===== src/rtl/truth_table_sweeper.sv =====
// Exhaustive truth-table sweeper: drives every input vector (binary or Gray order),
// samples the DUT after a settle time and compares against an expected table.
module truth_table_sweeper #(
  parameter int N_IN   = 4,
  parameter int N_OUT  = 1,
  parameter int SETTLE = 2
) (
  input  logic                       clk,
  input  logic                       rst_n,
  input  logic                       start,
  input  logic                       gray_en,
  input  logic [N_OUT*(2**N_IN)-1:0] exp_tbl,
  output logic [N_IN-1:0]            stim,
  input  logic [N_OUT-1:0]           dut_out,
  output logic                       busy,
  output logic                       done,
  output logic                       pass,
  output logic [N_IN:0]              err_cnt,
  output logic                       first_err_valid,
  output logic [N_IN-1:0]            first_err_vec,
  output logic [N_OUT*(2**N_IN)-1:0] obs_tbl
);

  localparam int TBL_W = N_OUT * (2**N_IN);
  localparam int CNT_W = (SETTLE > 1) ? $clog2(SETTLE) : 1;

  typedef enum logic [1:0] {IDLE, WAIT, SAMPLE, DONE} state_t;

  state_t               state, state_next;
  logic [CNT_W-1:0]     settle_cnt;
  logic [N_IN-1:0]      idx;
  logic                 gray_q;
  logic [TBL_W-1:0]     exp_q;
  logic [N_OUT-1:0]     exp_entry;
  logic                 mismatch;
  logic                 last;

  function automatic logic [N_IN-1:0] map_vec(input logic [N_IN-1:0] i, input logic g);
    return g ? (i ^ (i >> 1)) : i;
  endfunction

  assign exp_entry = exp_q[int'(stim) * N_OUT +: N_OUT];
  assign mismatch  = (dut_out != exp_entry);
  assign last      = (idx == '1);
  assign busy      = (state == WAIT) || (state == SAMPLE);
  assign done      = (state == DONE);

  always_ff @(posedge clk) begin
    if (!rst_n) state <= IDLE;
    else        state <= state_next;
  end

  always_comb begin
    state_next = state;
    case (state)
      IDLE:    if (start) state_next = WAIT;
      WAIT:    if (settle_cnt == '0) state_next = SAMPLE;
      SAMPLE:  state_next = last ? DONE : WAIT;
      DONE:    state_next = IDLE;
      default: state_next = IDLE;
    endcase
  end

  always_ff @(posedge clk) begin
    if (!rst_n) begin
      settle_cnt      <= '0;
      idx             <= '0;
      gray_q          <= 1'b0;
      exp_q           <= '0;
      stim            <= '0;
      pass            <= 1'b0;
      err_cnt         <= '0;
      first_err_valid <= 1'b0;
      first_err_vec   <= '0;
      obs_tbl         <= '0;
    end else begin
      case (state)
        IDLE: begin
          if (start) begin
            exp_q           <= exp_tbl;
            gray_q          <= gray_en;
            idx             <= '0;
            err_cnt         <= '0;
            first_err_valid <= 1'b0;
            first_err_vec   <= '0;
            obs_tbl         <= '0;
            pass            <= 1'b0;
            stim            <= map_vec('0, gray_en);
            settle_cnt      <= CNT_W'(SETTLE - 1);
          end
        end
        WAIT: begin
          if (settle_cnt != '0) settle_cnt <= settle_cnt - 1'b1;
        end
        SAMPLE: begin
          obs_tbl[int'(stim) * N_OUT +: N_OUT] <= dut_out;
          if (mismatch) begin
            err_cnt <= err_cnt + 1'b1;
            if (!first_err_valid) begin
              first_err_valid <= 1'b1;
              first_err_vec   <= stim;
            end
          end
          if (last) begin
            // pass reflects the count including this final vector
            pass <= (err_cnt == '0) && !mismatch;
          end else begin
            idx        <= idx + 1'b1;
            stim       <= map_vec(idx + 1'b1, gray_q);
            settle_cnt <= CNT_W'(SETTLE - 1);
          end
        end
        default: ;
      endcase
    end
  end

endmodule


===== config.mk =====
export PLATFORM = sky130hd
export DESIGN_NAME = truth_table_sweeper
export DESIGN_NICKNAME = d
export VERILOG_FILES = /design/src/rtl/truth_table_sweeper.sv
export SDC_FILE = /design/constraint.sdc
export NUM_CORES = 1
export LEC_CHECK = 0
export CELL_PAD_IN_SITES_DETAIL_PLACEMENT = 0
export CELL_PAD_IN_SITES_GLOBAL_PLACEMENT = 1
export CORE_ASPECT_RATIO = 2
export CORE_MARGIN = 4
export CORE_UTILIZATION = 23
export CTS_BUF_LIST = sky130_fd_sc_hd__clkbuf_8
export CTS_CLUSTER_DIAMETER = 40
export DETAILED_ROUTE_END_ITERATION = 8
export PLACE_DENSITY = 0.63
export SLEW_MARGIN = 20
export SYNTH_ARGS = -nofsm -noshare
export SYNTH_HDL_FRONTEND = slang
export SYNTH_SLANG_ARGS = --single-unit
export TNS_END_PERCENT = 5

===== constraint.sdc =====
create_clock -name clk -period 4.8 [get_ports clk]
set_clock_uncertainty 0.15 [all_clocks]
set_input_delay 1.2 -clock clk [delete_from_list [all_inputs] [get_ports clk]]
set_output_delay 1.2 -clock clk [all_outputs]
set_load 0.1 [all_outputs]

==> impl_metrics.csv <==
group,metric,value,unit
synthesis,synth_edf_count,0,
global_routing,grt_pass1_wl,14200,um
clocking,numCtsBuffers,5,
drt,first_pass_iters,4,
clocking,cts_root_buf,"clkbuf_8",
sta,rsz0062_at_grt,"no",
clocking,post_cts_resized,0,
synthesis,synth_top_cell_by_area,"dfxtp_1",
synthesis,syn_avg_cell_area,8.20,um2
sta,relSlewSlack,34.0,%
floorplanning,rows,57,
critical_path,path_buf_inv,1,
clocking,worst_skew_pair.late_latency,0.32,ns
placed_design,dp.cells,535,
cells_and_area,multi_input_area,1660,um2
critical_path,cp.required,3.45,ns
cells_and_area,n_fill_cell,1310,
placed_design,hpwl,6990,um
critical_path,arrival,2.38,ns
synthesis,synth_most_common_cell,"dfxtp_1",
drt,drt_wl_total,9080,um
critical_path,path_class,"flip-flop to output pin",
placed_design,portBuffers,53,
power,p_leak,1.23,nW
global_routing,grt_max_degree,46,
sta,setup_viol,0,
cells_and_area,antenna_cells,0,
global_routing,grt_pass1_vias,2761,
global_routing,grt_usage,12.6,%
floorplanning,core,12200,um2
synthesis,yosysSeqAreaShare,37.6,%
power,irDropWorstVdd,0.000162,V
cells_and_area,stdcell_area,3650,um2
cells_and_area,drive_gt1_share,5.81,%
sta,fmax,268,MHz
cells_and_area,layout.cells.non_filler,543,
critical_path,crit_slowest_cell,"clkdlybuf4s50_1",
clocking,cts_tree,"yes",
sta,maxSlewViolCount,0,
synthesis,synth.top_cell.area_share,37.6,%
job,cap_violations,0,
clocking,cts.reportedPaths.clkPinSlew,0.10,ns
global_routing,antenna_found_initial,0,
critical_path,path_cells,"clkdlybuf4s50_1",
hold_path,hold_class,"flip-flop to flip-flop",
synthesis,netlist_top_cells_count,"dfxtp_1, nand2_1, a21oi_1, clkbuf_1, nand3_1",
placed_design,gp_congestion,0.868,
synthesis,synth_ff_type,"dfxtp_1",
synthesis,syn_inst,351,
drt,via_per_inst,4.97,
critical_path,start_kind,"flip-flop",
synthesis,synth-async-reset-ratio,0,%
clocking,post_cts_buffers,0,
global_routing,grt_overflow,0,
cells_and_area,regArea,1080,um2
synthesis,yosysWarningCount,0,
synthesis,synth_area,2880,um2
floorplanning,die_x,87.1,um
power,power,1.48,mW
synthesis,synth_nets,382,
critical_path,critPathMaxFanout,16,
floorplanning,die-area,14500,um2
clocking,cts.sinks,54,
critical_path,startpoint,"stim[2]$_SDFFE_PN0P_",
floorplanning,initial_core_util,23.6,%
floorplanning,die_y,166,um
drt,ant_nets,0,
clocking,holdBufCountCts,0,
drt,first_iter_violations,131,
drt,wl_per_cell,16.7,um
critical_path,critPathMaxStageDelay,1.27,ns
sta,period_share,77.7,%
hold_path,min_from,"exp_q[6]$_SDFFE_PN0P_",
drt,drc_errors,0,
drt,num_vias,2700,
clocking,clk_path_buf_depth,2,
power,power.density,405,nW/um2
critical_path,r2r_start,"stim[0]$_SDFFE_PN0P_",
synthesis,synth_area_leaders,"dfxtp_1, a21oi_1, nand2_1",
cells_and_area,synthToLayoutAreaGrowth,27.0,%
synthesis,ys_types,50,
synthesis,ys_ff_latch,54,
critical_path,crit_family,"buffers and inverters",
sta,tightest_slew,0.988,ns
run_status,status,"completed",
floorplanning,ios,54,
sta,setup-tns-final,0,ns
sta,finalHoldViolCount,0,
sta,fin_crit,3.73,ns
clocking,htreeDepth,2,
placed_design,detailed_place.area,3540,um2
critical_path,critPathCaptureType,"output pin",
cells_and_area,nets,426,
## metrics by stage
step	util, %	hold slack [ns]	setup WS [ns]
after floorplan	-	0.283	1.54
after global placement	29.0	0.290	1.34
final	29.9	0.309	1.07
after detailed placement	29.0	0.295	1.26
after CTS	29.9	0.310	1.07
after global routing	29.9	0.331	1.01
## cell usage in the layout, fill, tap and decap left out, drive strengths merged, types with 2 or more instances in the layout
cell	netlist	final
dfxtp	54	54
clkdlybuf4s50	0	53
nand2	52	52
a21oi	41	41
o21ai	20	20
nand3	17	17
nor2	14	14
o21a	13	13
ha	10	10
nor3	9	9
clkbuf	18	8
inv	8	8
buf	5	7
nand2b	6	6
mux2i	6	6
a21boi	5	5
or3	5	5
mux4	5	5
or2	5	5
xnor2	5	5
nand4	4	4
a31oi	4	4
nor4b	3	3
nand3b	3	3
o31ai	3	3
a22o	3	3
nor2b	3	3
a32o	3	3
a211oi	3	3
a21o	2	2
clkinv	2	2
nor4	2	2
xor2	2	2
a22oi	2	2
and2	2	2
o311ai	2	2
nor3b	2	2
## report_power, final
| part | leakage (nW) | switching (mW) | internal [mW] |
|---|---|---|---|
| Combinational | 0.730 | 0.441 | 0.207 |
| Clock | 0.0575 | 0.155 | 0.146 |
| Sequential | 0.438 | 0.0375 | 0.492 |
| Total | 1.23 | 0.634 | 0.845 |
## tightest hold or removal path: cells and delay by family, from the launching register on
kind,cells,cell delay [ns]
AOI/OAI and AO/OA,1,0.05
DFF,1,0.32
and+or+nand+nor,1,0.05
## logic make-up (layout without fill, tap and decap cells)
logic type | count (synthesis) | after routing | synth area share (%)
multiplexers | 11 | 11 | 6.00
XOR/XNOR | 7 | 7 | 2.39
adder cells (fa/ha/maj) | 10 | 10 | 4.35
buffers and inverters | 33 | 78 | 4.83
flip-flops | 54 | 54 | 37.6
AO/OA/AOI/OAI | 107 | 107 | 23.1
AND/OR/NAND/NOR | 129 | 129 | 21.7
## state kept, by name, summed over array words and instances (netlist names)
signal and count:
exp_q 16, obs_tbl 16, err_cnt 5, first_err_vec 4, stim 4, idx 3, state 2, first_err_valid 1
gray_q 1, pass 1, settle_cnt 1
## path summary, 6_finish.rpt
check	to	slack, ns	cells after the start
worst max register to register	first_err_vec[2]$_SDFFE_PN0P_	1.67	6
worst min-delay path	exp_q[6]$_SDFFE_PN0P_	0.31	2
worst max-delay path	stim[2]	1.07	1
worst min register to register	exp_q[6]$_SDFFE_PN0P_	0.31	2
## area by class of cell
cell class                      instances  share of cell area, %
Multi-Input combinational cell        264                   45.4
Timing Repair Buffer                   60                   16.0
Tap cell                              147                   5.04
Clock buffer                            8                   3.01
Inverter                               10                   1.03
Sequential cell                        54                   29.6
## metal layers
metal	vias to the layer above	GRT usage [%]	share of wire (%)
met5	-	0	0
met4	0	7.39	4.8
met3	22	1.49	2.9
met2	62	24.5	57
met1	1274	11.8	35
li1	1342	-	-
(Power assumes the default switching activity.)
